==> config.mk <==
export PLATFORM = sky130hd
export DESIGN_NAME = uart_tx_fifo_arbiter_flat
export DESIGN_NICKNAME = d
export VERILOG_FILES = /design/src/rtl/uart_tx_fifo_arbiter_pkg.sv /design/src/rtl/uart_tx_fifo_arbiter_if.sv /design/src/rtl/uart_tx_fifo_arbiter_rr_priority_picker.sv /design/src/rtl/uart_tx_fifo_arbiter.sv /design/src/flat_wrapper.sv
export SDC_FILE = /design/constraint.sdc
export NUM_CORES = 1
export LEC_CHECK = 0
export CORE_MARGIN = 5
export CORE_UTILIZATION = 43
export CTS_BUF_LIST = sky130_fd_sc_hd__clkbuf_2
export CTS_CLUSTER_DIAMETER = 60
export CTS_CLUSTER_SIZE = 12
export DETAILED_ROUTE_END_ITERATION = 8
export PLACE_DENSITY_LB_ADDON = 0.25
export SYNTH_ARGS = -nofsm -noshare
export SYNTH_HDL_FRONTEND = slang
export SYNTH_SLANG_ARGS = --single-unit
==> constraint.sdc <==
create_clock -name clk_in -period 2.1 [get_ports clk_in]
set_input_delay 0.315 -clock clk_in [delete_from_list [all_inputs] [get_ports clk_in]]
set_output_delay 0.315 -clock clk_in [all_outputs]
set_load 0.01 [all_outputs]
==> src/rtl/uart_tx_fifo_arbiter_pkg.sv <==
// Shared types and default parameters for the UART TX FIFO write-side arbiter.
package uart_arb_pkg;

    localparam int UART_ARB_NUM_REQ     = 4;
    localparam int UART_ARB_DATA_WIDTH  = 8;
    localparam int UART_ARB_MAX_BURST   = 16;
    localparam int UART_ARB_STALL_LIMIT = 8;

    typedef enum logic {
        IDLE  = 1'b0,
        BURST = 1'b1
    } arb_state_t;

endpackage : uart_arb_pkg

==> src/rtl/uart_tx_fifo_arbiter_if.sv <==
// Requester-side and FIFO-side signal bundle of the arbiter, plus FSM debug taps.
interface uart_tx_fifo_arbiter_if #(
    parameter int NUM_REQ    = uart_arb_pkg::UART_ARB_NUM_REQ,
    parameter int DATA_WIDTH = uart_arb_pkg::UART_ARB_DATA_WIDTH
) ();
    localparam int IDW = $clog2(NUM_REQ);

    // A beat moves on a cycle where valid and ready are both high; valid never waits on ready,
    // and a requester holding valid keeps data/last stable until the beat is accepted.
    logic [NUM_REQ-1:0]            reqValid_in;
    logic [NUM_REQ-1:0]            reqLast_in;
    logic [NUM_REQ*DATA_WIDTH-1:0] reqData_in;
    logic [NUM_REQ-1:0]            reqReady_out;
    logic                          fifoFull_in;
    logic                          fifoWrEn_out;
    logic [DATA_WIDTH-1:0]         fifoData_out;
    logic                          grantValid_out;
    logic [IDW-1:0]                grantId_out;
    uart_arb_pkg::arb_state_t      dbgState_out;
    logic [IDW-1:0]                dbgRrPtr_out;

    modport master (
        output reqValid_in, reqLast_in, reqData_in, fifoFull_in,
        input  reqReady_out, fifoWrEn_out, fifoData_out, grantValid_out, grantId_out,
        input  dbgState_out, dbgRrPtr_out
    );

    modport slave (
        input  reqValid_in, reqLast_in, reqData_in, fifoFull_in,
        output reqReady_out, fifoWrEn_out, fifoData_out, grantValid_out, grantId_out,
        output dbgState_out, dbgRrPtr_out
    );

endinterface : uart_tx_fifo_arbiter_if

==> src/rtl/uart_tx_fifo_arbiter_rr_priority_picker.sv <==
// Combinational round-robin picker: first set request bit searching circularly from rrPtr_i.
module rr_priority_picker #(
    parameter int NUM_REQ = uart_arb_pkg::UART_ARB_NUM_REQ,
    parameter int IDW     = $clog2(NUM_REQ)
) (
    input  logic [NUM_REQ-1:0] reqVec_i,
    input  logic [IDW-1:0]     rrPtr_i,
    output logic               anyReq_o,
    output logic [IDW-1:0]     pickId_o
);

    int             idx;
    logic [IDW-1:0] cand;

    // Walk offsets from farthest to nearest so the nearest set bit is the last one written.
    always_comb begin
        anyReq_o = 1'b0;
        pickId_o = '0;
        idx      = 0;
        cand     = '0;
        for (int i = NUM_REQ - 1; i >= 0; i--) begin
            idx  = (int'(rrPtr_i) + i) % NUM_REQ;
            cand = idx[IDW-1:0];
            if (reqVec_i[cand]) begin
                anyReq_o = 1'b1;
                pickId_o = cand;
            end
        end
    end

endmodule : rr_priority_picker

==> src/rtl/uart_tx_fifo_arbiter.sv <==
// Round-robin burst arbiter sharing one UART TX FIFO write port among NUM_REQ requesters.
module uart_tx_fifo_arbiter
    import uart_arb_pkg::*;
#(
    parameter int NUM_REQ     = UART_ARB_NUM_REQ,
    parameter int DATA_WIDTH  = UART_ARB_DATA_WIDTH,
    parameter int MAX_BURST   = UART_ARB_MAX_BURST,
    parameter int STALL_LIMIT = UART_ARB_STALL_LIMIT
) (
    input  logic                   clk_in,
    input  logic                   rst_in,
    uart_tx_fifo_arbiter_if.slave  bus
);

    localparam int IDW = $clog2(NUM_REQ);
    localparam int BW  = $clog2(MAX_BURST + 1);
    localparam int SW  = $clog2(STALL_LIMIT + 1);

    arb_state_t      state_q,    state_d;
    logic [IDW-1:0]  rrPtr_q,    rrPtr_d;
    logic [IDW-1:0]  grantId_q,  grantId_d;
    logic [BW-1:0]   beatCnt_q,  beatCnt_d;
    logic [SW-1:0]   stallCnt_q, stallCnt_d;

    logic                  anyReq;
    logic [IDW-1:0]        pickId;
    logic                  granted;
    logic                  selValid;
    logic                  selLast;
    logic [DATA_WIDTH-1:0] selData;
    logic                  xfer;
    logic [NUM_REQ-1:0]    ready;

    rr_priority_picker #(
        .NUM_REQ (NUM_REQ),
        .IDW     (IDW)
    ) u_picker (
        .reqVec_i (bus.reqValid_in),
        .rrPtr_i  (rrPtr_q),
        .anyReq_o (anyReq),
        .pickId_o (pickId)
    );

    always_comb begin
        selValid = 1'b0;
        selLast  = 1'b0;
        selData  = '0;
        for (int i = 0; i < NUM_REQ; i++) begin
            if (grantId_q == IDW'(i)) begin
                selValid = bus.reqValid_in[i];
                selLast  = bus.reqLast_in[i];
                selData  = bus.reqData_in[i*DATA_WIDTH +: DATA_WIDTH];
            end
        end
    end

    assign granted = (state_q == BURST);
    assign xfer    = granted && selValid && !bus.fifoFull_in;

    always_comb begin
        ready = '0;
        if (granted) begin
            ready[grantId_q] = !bus.fifoFull_in;
        end
    end

    assign bus.reqReady_out   = ready;
    assign bus.fifoWrEn_out   = xfer;
    assign bus.fifoData_out   = granted ? selData : '0;
    assign bus.grantValid_out = granted;
    assign bus.grantId_out    = grantId_q;
    assign bus.dbgState_out   = state_q;
    assign bus.dbgRrPtr_out   = rrPtr_q;

    always_comb begin
        state_d    = state_q;
        rrPtr_d    = rrPtr_q;
        grantId_d  = grantId_q;
        beatCnt_d  = beatCnt_q;
        stallCnt_d = stallCnt_q;
        case (state_q)
            IDLE: begin
                if (anyReq) begin
                    grantId_d  = pickId;
                    beatCnt_d  = '0;
                    stallCnt_d = '0;
                    state_d    = BURST;
                end
            end
            BURST: begin
                if (xfer) begin
                    stallCnt_d = '0;
                    if (selLast || (beatCnt_q == BW'(MAX_BURST - 1))) begin
                        state_d = IDLE;
                    end else begin
                        beatCnt_d = beatCnt_q + 1'b1;
                    end
                end else if (selValid) begin
                    // Valid held against a full FIFO: not a requester stall.
                    stallCnt_d = '0;
                end else if (!bus.fifoFull_in) begin
                    if (stallCnt_q == SW'(STALL_LIMIT - 1)) begin
                        state_d = IDLE;
                    end else begin
                        stallCnt_d = stallCnt_q + 1'b1;
                    end
                end
                if (state_d == IDLE) begin
                    rrPtr_d    = (grantId_q == IDW'(NUM_REQ - 1)) ? '0 : grantId_q + 1'b1;
                    beatCnt_d  = '0;
                    stallCnt_d = '0;
                end
            end
            default: state_d = IDLE;
        endcase
    end

    always_ff @(posedge clk_in) begin
        if (rst_in) begin
            state_q    <= IDLE;
            rrPtr_q    <= '0;
            grantId_q  <= '0;
            beatCnt_q  <= '0;
            stallCnt_q <= '0;
        end else begin
            state_q    <= state_d;
            rrPtr_q    <= rrPtr_d;
            grantId_q  <= grantId_d;
            beatCnt_q  <= beatCnt_d;
            stallCnt_q <= stallCnt_d;
        end
    end

endmodule : uart_tx_fifo_arbiter

==> src/flat_wrapper.sv <==
// flat-port wrapper written by rule: the top's interface ports become plain ports
module uart_tx_fifo_arbiter_flat import uart_arb_pkg::*;
#(
    parameter int NUM_REQ     = UART_ARB_NUM_REQ,
    parameter int DATA_WIDTH  = UART_ARB_DATA_WIDTH,
    parameter int MAX_BURST   = UART_ARB_MAX_BURST,
    parameter int STALL_LIMIT = UART_ARB_STALL_LIMIT
)
  (clk_in, rst_in, bus_reqValid_in, bus_reqLast_in, bus_reqData_in, bus_fifoFull_in, bus_reqReady_out, bus_fifoWrEn_out, bus_fifoData_out, bus_grantValid_out, bus_grantId_out, bus_dbgState_out, bus_dbgRrPtr_out);
  uart_tx_fifo_arbiter_if #(.NUM_REQ(NUM_REQ), .DATA_WIDTH(DATA_WIDTH)) bus_i ();
  input  logic clk_in;
  input  logic rst_in;
  input wire logic [$bits(bus_i.reqValid_in)-1:0] bus_reqValid_in;
  input wire logic [$bits(bus_i.reqLast_in)-1:0] bus_reqLast_in;
  input wire logic [$bits(bus_i.reqData_in)-1:0] bus_reqData_in;
  input wire logic [$bits(bus_i.fifoFull_in)-1:0] bus_fifoFull_in;
  output wire logic [$bits(bus_i.reqReady_out)-1:0] bus_reqReady_out;
  output wire logic [$bits(bus_i.fifoWrEn_out)-1:0] bus_fifoWrEn_out;
  output wire logic [$bits(bus_i.fifoData_out)-1:0] bus_fifoData_out;
  output wire logic [$bits(bus_i.grantValid_out)-1:0] bus_grantValid_out;
  output wire logic [$bits(bus_i.grantId_out)-1:0] bus_grantId_out;
  output wire logic [$bits(bus_i.dbgState_out)-1:0] bus_dbgState_out;
  output wire logic [$bits(bus_i.dbgRrPtr_out)-1:0] bus_dbgRrPtr_out;
  assign bus_i.reqValid_in = bus_reqValid_in;
  assign bus_i.reqLast_in = bus_reqLast_in;
  assign bus_i.reqData_in = bus_reqData_in;
  assign bus_i.fifoFull_in = bus_fifoFull_in;
  assign bus_reqReady_out = bus_i.reqReady_out;
  assign bus_fifoWrEn_out = bus_i.fifoWrEn_out;
  assign bus_fifoData_out = bus_i.fifoData_out;
  assign bus_grantValid_out = bus_i.grantValid_out;
  assign bus_grantId_out = bus_i.grantId_out;
  assign bus_dbgState_out = bus_i.dbgState_out;
  assign bus_dbgRrPtr_out = bus_i.dbgRrPtr_out;
  uart_tx_fifo_arbiter #(.NUM_REQ(NUM_REQ), .DATA_WIDTH(DATA_WIDTH), .MAX_BURST(MAX_BURST), .STALL_LIMIT(STALL_LIMIT)) u_core (.clk_in(clk_in), .rst_in(rst_in), .bus(bus_i));
endmodule
==> results.py <==
metrics = {
    "place": {
        "place_area_um2": 2200,
        "pre_cts_slack_ns": -0.227,
        "dp.cells": 308,
        "port_buffers": 61,
        "post-dp-hpwl_um": 3360,
        "gp_congestion": 0.851,
    },
    "finish": {
        "fillers": 222,
        "final_layout_size_suffix_gt1_share_pct": 29.8,
        "area_growth_pct": 77.0,
        "antenna_cells": 0,
        "fin_area_um2": 2380,
        "postLayoutCoreUtil_pct": 78.6,
        "final_cells": 316,
        "fin_nets": 323,
    },
    "clock_tree": {
        "cts_tree": "done",
        "h-tree-depth": 1,
        "cts-buffers-inserted": 3,
        "cts_buffer_depth": 2,
        "cts_hold_buf": 0,
        "clk_pin_slew_worst_paths_ns": 0.14,
        "cts.sinks": 14,
        "root_buffer": "clkbuf_2",
        "clock_latency_ns": 0.28,
    },
    "setup_path": {
        "critPathBufInv": 4,
        "path_max_fanout": 6,
        "crit_top_cell": "buf_4",
        "worstSetupStartpointType": "register",
        "critPathMaxStageDelay_ns": 0.38,
        "worst-setup-path-type": "reg2reg",
        "path_cells": "buf_4 > ha_4 > buf_4 > nor3b_2 > buf_4 > a211oi_4 > buf_4 > o211a_1 > or3b_4 > o211ai_2",
        "crit_path_end_kind": "register",
        "worst_path_max_delay_cell": "dfxtp_2",
        "critPathTopFamily": "buffers and inverters",
        "required_ns": 2.32,
        "arrival_ns": 2.33,
    },
    "grt": {
        "track_usage_pct": 20.9,
        "grt_pass1_vias": 1570,
        "grt_start_max_net_pins": 20,
        "grt_pass1_wl_um": 7240,
        "antenna_found_initial": 0,
        "grt_overflow_total": 0,
    },
    "drt": {
        "drtIter0Drc": 139,
        "drc": 0,
        "wl_per_cell_um": 14.7,
        "antenna_left": 0,
        "firstDrtPassIters": 4,
        "drt_wl_total_um": 4630,
        "vias_per_cell": 5.14,
        "vias": 1623,
    },
    "timing": {
        "tightest_slew_ns": 0.534,
        "setup_ws_ns": -0.00962,
        "hold_violations": 0,
        "fin_tns_setup_ns": -0.00962,
        "rsz0062_at_grt": "true",
        "whs_ns": 0.492,
        "final.period_utilization_pct": 100,
        "setup_viol": 1,
        "final.setup_skew_ns": 0.00541,
        "slew_viol_final": 0,
        "relSlewSlack_pct": 64.1,
        "period_needed_ns": 2.11,
        "max_freq_mhz": 474,
    },
    "outcome": {
        "violations": "negative setup slack",
        "status": "finished, violations left",
    },
    "logic_synthesis": {
        "yosys_warnings": 0,
        "yosys.area.top_type": "dfxtp_1",
        "synth.net_count": 232,
        "avgSynthCellArea_um2": 7.39,
        "synth_seq_cells": 14,
        "yosys-top-cells-count": "21 x a21oi_1, 21 x nand2_1, 14 x dfxtp_1",
        "yosysUniqueCellTypes": 50,
        "yosys-top-cells-area": "dfxtp_1 21%, a21oi_1 7.8%, nand3b_1 6.7%",
        "synth_edf_count": 0,
        "yosysSeqAreaShare_pct": 20.8,
        "syn_inst": 182,
        "syn_area_um2": 1350,
        "synth_top_area_share_pct": 20.8,
        "async_reset_ff_share_pct": 0,
        "synth_ff_type": "dfxtp_1",
    },
    "floorplanning": {
        "start_util_pct": 44.4,
        "coreArea_um2": 3030,
        "die_w_um": 65.9,
        "die_y_um": 65.9,
        "io_pins": 62,
        "row_count": 20,
        "die-area_um2": 4350,
    },
    "power": {
        "p_leak_nw": 0.981,
        "ir_worst_vdd_mv": 0.344,
        "p_per_area_nw_per_um2": 350,
        "total_power_mw": 0.834,
    },
    "job": {
        "drv_cap": 0,
    },
    "min_path": {
        "hold_class": "reg2reg",
    },
}
-- state kept, by name (all words and copies together), names as in the netlist --
name,cells
u_core.bus.dbgRrPtr_out,2
u_core.bus.grantId_out,2
u_core.stallCnt_q,4
u_core.bus.dbgState_out,1
u_core.beatCnt_q,5
-- final cells by class --
class / instances / area (µm²) / share of cell area (%)
clock inverter: 1 / 3.75 / 0.158
inverter: 11 / 41.3 / 1.73
timing repair buffer: 96 / 855 / 35.9
multi-input combinational: 147 / 1130 / 47.4
sequential: 14 / 283 / 11.9
clock buffer: 3 / 15.0 / 0.631
tap: 44 / 55.1 / 2.31
-- cell families after synthesis --
logic type | count (synthesis) | synth area share [%]
AO/OA/AOI/OAI | 55 | 27.8
XOR/XNOR | 1 | 0.651
adder cells (fa/ha/maj) | 7 | 6.51
buffers and inverters | 21 | 6.51
flip-flops | 14 | 20.8
multiplexers | 4 | 3.07
AND/OR/NAND/NOR | 80 | 34.6
-- per-layer routing --
metal | share of wire, % | global-route usage (%) | up-vias
met5 | 0 | 0 | -
li1 | - | - | 828
met2 | 51 | 41.1 | 50
met1 | 41 | 23.7 | 739
met3 | 7.2 | 2.72 | 6
met4 | 0.97 | 3.81 | 0
-- worst reg2reg max path, delay by kind of cell (launching register included) --
family	cells	cell delay, ns
buffers and inverters	4	0.60
and+or+nand+nor	2	0.56
DFF	1	0.38
AOI/OAI and AO/OA	3	0.32
adders and majority gates	1	0.18
-- cells in the final DEF (no fill, tap or decap), types with 2 or more instances in the layout --
| master | Yosys | layout |
|---|---|---|
| clkbuf_2 | 0 | 3 |
| ha_1 | 7 | 3 |
| dfxtp_1 | 14 | 12 |
| clkdlybuf4s50_1 | 0 | 49 |
| buf_2 | 4 | 9 |
| nand2b_1 | 7 | 7 |
| o21ai_1 | 3 | 8 |
| a211oi_4 | 1 | 2 |
| nor2_1 | 8 | 8 |
| a21oi_2 | 1 | 10 |
| nand3b_1 | 12 | 12 |
| nor2b_1 | 4 | 3 |
| a22oi_1 | 2 | 2 |
| nor4_4 | 0 | 2 |
| mux2i_1 | 3 | 3 |
| o21ai_0 | 10 | 5 |
| and2_1 | 13 | 13 |
| inv_1 | 11 | 9 |
| inv_2 | 0 | 2 |
| ha_4 | 0 | 4 |
| nand2_1 | 21 | 21 |
| buf_4 | 1 | 29 |
| nand3_1 | 2 | 2 |
| buf_6 | 0 | 5 |
| a21oi_1 | 21 | 11 |
| dfxtp_2 | 0 | 2 |
| a211o_1 | 2 | 2 |
| dlygate4sd2_1 | 0 | 2 |
-- power breakdown --
group,switching (mW),internal (mW)
logic,0.184,0.239
registers,0.00702,0.273
clock network,0.0888,0.0414
-- what timing repair did --
| action | CTS | global route |
|---|---|---|
| gates resized for setup | 66 | 18 |
| buffers inserted | 1 | 2 |
| gates cloned | 1 | 0 |
| pin swaps | 10 | 15 |
| endpoints found under the setup margin | 18 | 21 |
| hold endpoints to repair | 0 | 0 |
-- worst paths after layout --
kind	depth (start not counted)	startpoint	slack, ns	endpoint
worst max-delay path	10	u_core.bus.grantId_out[0]$_SDFFE_PP0P_	-0.01	u_core.beatCnt_q[2]$_SDFFE_PP0P_
worst min-delay path	2	u_core.stallCnt_q[1]$_SDFFE_PP0P_	0.49	u_core.stallCnt_q[1]$_SDFFE_PP0P_
worst max register to register	10	u_core.bus.grantId_out[0]$_SDFFE_PP0P_	-0.01	u_core.beatCnt_q[2]$_SDFFE_PP0P_
worst min register to register	2	u_core.stallCnt_q[1]$_SDFFE_PP0P_	0.49	u_core.stallCnt_q[1]$_SDFFE_PP0P_
(Power assumes the default switching activity.)
==> RTL change, RTL diff (config.mk and constraints unchanged) <==
Make the reset (`rst_in`) asynchronous in one clocked block.
--- a/src/rtl/uart_tx_fifo_arbiter.sv
+++ b/src/rtl/uart_tx_fifo_arbiter.sv
@@ -115,7 +115,7 @@
         endcase
     end
 
-    always_ff @(posedge clk_in) begin
+    always_ff @(posedge clk_in or posedge rst_in) begin
         if (rst_in) begin
             state_q    <= IDLE;
             rrPtr_q    <= '0;
Behaviour: differs if rst_in is asserted again (counterexample within 4 cycles, from zero or initial values and one cycle with rst_in high); with rst_in held inactive, the same outputs for 10 cycles.
==> RTL change against the original RTL <==
  * The flow still finishes with violations (negative setup slack)
  * Sequential share of layout area up 2.2 points
  * Routed wire length up 14%
  * Design area up 4.9%
  * Setup slack worse by 87 ps
  * Cell count down 3.2%
  * Clock skew up 14 ps
  * Fmax down 4.0%
  * Sequential cell count unchanged
  * Area after synthesis up 2.9%
  * Largest cell class unchanged
Power is left out: it rests on default switching activity, and per cell area and clock period it moved more than threefold.
==> RTL change: results (changes against the original RTL) <==
[placement]
dp_hpwl_mm=3.28  ; was 3.36 mm
dpl.cell_count=293  ; was 308
dp_slack_ps=-197  ; was -227 ps
place.gp.congestion=0.830  ; was 0.851
post_dp_cell_area_um2=2210  ; was 2200 um^2

[logic_synthesis]
synth.area.top_cells=dfrtp_1 (25%), nand2_1 (8.1%), a21oi_1 (7.6%), ha_1 (6.3%), and2_1 (5.9%)  ; was dfxtp_1 (21%), a21oi_1 (7.8%), nand3b_1 (6.7%), ha_1 (6.5%), and2_1 (6.0%)
ys_types=47  ; was 50
synthMuxAreaShare_pct=2.44  ; was 3.07%
synth_compound_area_share_pct=30.1  ; was 27.8%
async_flop_share_pct=100  ; was 0%
syn_avg_cell_area_um2=7.95  ; was 7.39 um^2
synth_xor_area_share_pct=0  ; was 0.651%
synth_seq_area_share_pct=25.3  ; was 20.8%
synth_common_cells=nand2_1 (30), a21oi_1 (21), dfrtp_1 (14)  ; was a21oi_1 (21), nand2_1 (21), dfxtp_1 (14)

[grt]
met1_usage_pct=23.9  ; was 23.7%
grt_pass1_vias=1548  ; was 1570
use_met2_pct=35.4  ; was 41.1%
met3_usage_pct=5.40  ; was 2.72%
grt_usage_pct=20.6  ; was 20.9%
grt_pass1_wl_mm=6.99  ; was 7.24 mm

[timing]
setup_viol=12  ; was 1
worst_hold_slack_ps=327  ; was 492 ps
fin_setup_tns_ps=-674  ; was -9.62 ps
postLayoutSetupSlackWorst_ps=-97.0  ; was -9.62 ps
slew_headroom_pct=64.7  ; was 64.1%
clock_skew_ps=19.4  ; was 5.41 ps

[cells_and_area]
multi_input_area_share_pct=44.6  ; was 47.4%
inverters=10  ; was 11
clk_share_pct=0.601  ; was 0.788%
drive_gt1_share_pct=33.2  ; was 29.8%
buf_share_pct=37.0  ; was 35.9%
multiInputCombCellCount=140  ; was 147
seqCellArea_um2=352  ; was 283 um^2
fillers=194  ; was 222
final_util_pct=81.1  ; was 78.6%

[detailed_routing]
wl_met3_um=555  ; was 332 um
wire_per_inst_um=17.3  ; was 14.7 um
dr_wl_met2_mm=2.68  ; was 2.37 mm
dr.first_iter.drc_count=101  ; was 139
vias=1640  ; was 1623
first_pass_iters=5  ; was 4

[critical_path]
cp.arrival_ps=1880  ; was 2330 ps
slowest_stage=dfrtp_1  ; was dfxtp_2
r2r_cells=9  ; was 10
rr_startpoint=u_core.bus.grantId_out[1]  ; was u_core.bus.grantId_out[0]
cpPeakStageDelay_ps=410  ; was 380 ps
cp_top_family=flip-flops  ; was buffers and inverters
r2r_setup_slack_ps=-60  ; was -10 ps
reg2reg_to=u_core.beatCnt_q[3]  ; was u_core.beatCnt_q[2]
critPathMaxFanout=9  ; was 6

[hold_path]
min-delay-path-class=in -> async  ; was reg -> reg

[run_status]
status=complete, but fails checks  ; unchanged
violations=negative setup slack  ; unchanged

[clock_tree]
clock_latency_ps=300  ; was 280 ps

[RTL change: changes by cell type in the layout (fill, tap and decap cells not counted), sizes merged, moves of 5 or more]
| cell | unedited run | this run |
|---|---|---|
| dfrtp | 0 | 14 |
| dfxtp | 14 | 0 |
| nand2 | 21 | 30 |
| nand2b | 7 | 2 |
[RTL change: worst max path at each step]
stage	startpoint	to	slack [ps]	cells after the start
final	u_core.bus.grantId_out[1]	bus_fifoData_out[2]	-100	9
after global routing	u_core.bus.grantId_out[1]	bus_fifoData_out[5]	-210	9
after CTS	u_core.bus.grantId_out[1]	bus_fifoData_out[5]	-50	9
after detailed placement	u_core.bus.grantId_out[1]	bus_fifoData_out[3]	-200	9
after global placement	u_core.bus.grantId_out[0]	bus_fifoData_out[5]	-160	8
after floorplan	u_core.bus.grantId_out[0]	u_core.bus.dbgRrPtr_out[0]	120	8
[RTL change: timing repair]
action,in CTS,in global routing
pin swaps,15,25
setup buffers,5,6
endpoints found under the setup margin,22,20
resized for setup,72,22
cloned,0,2
hold buffers,0,0
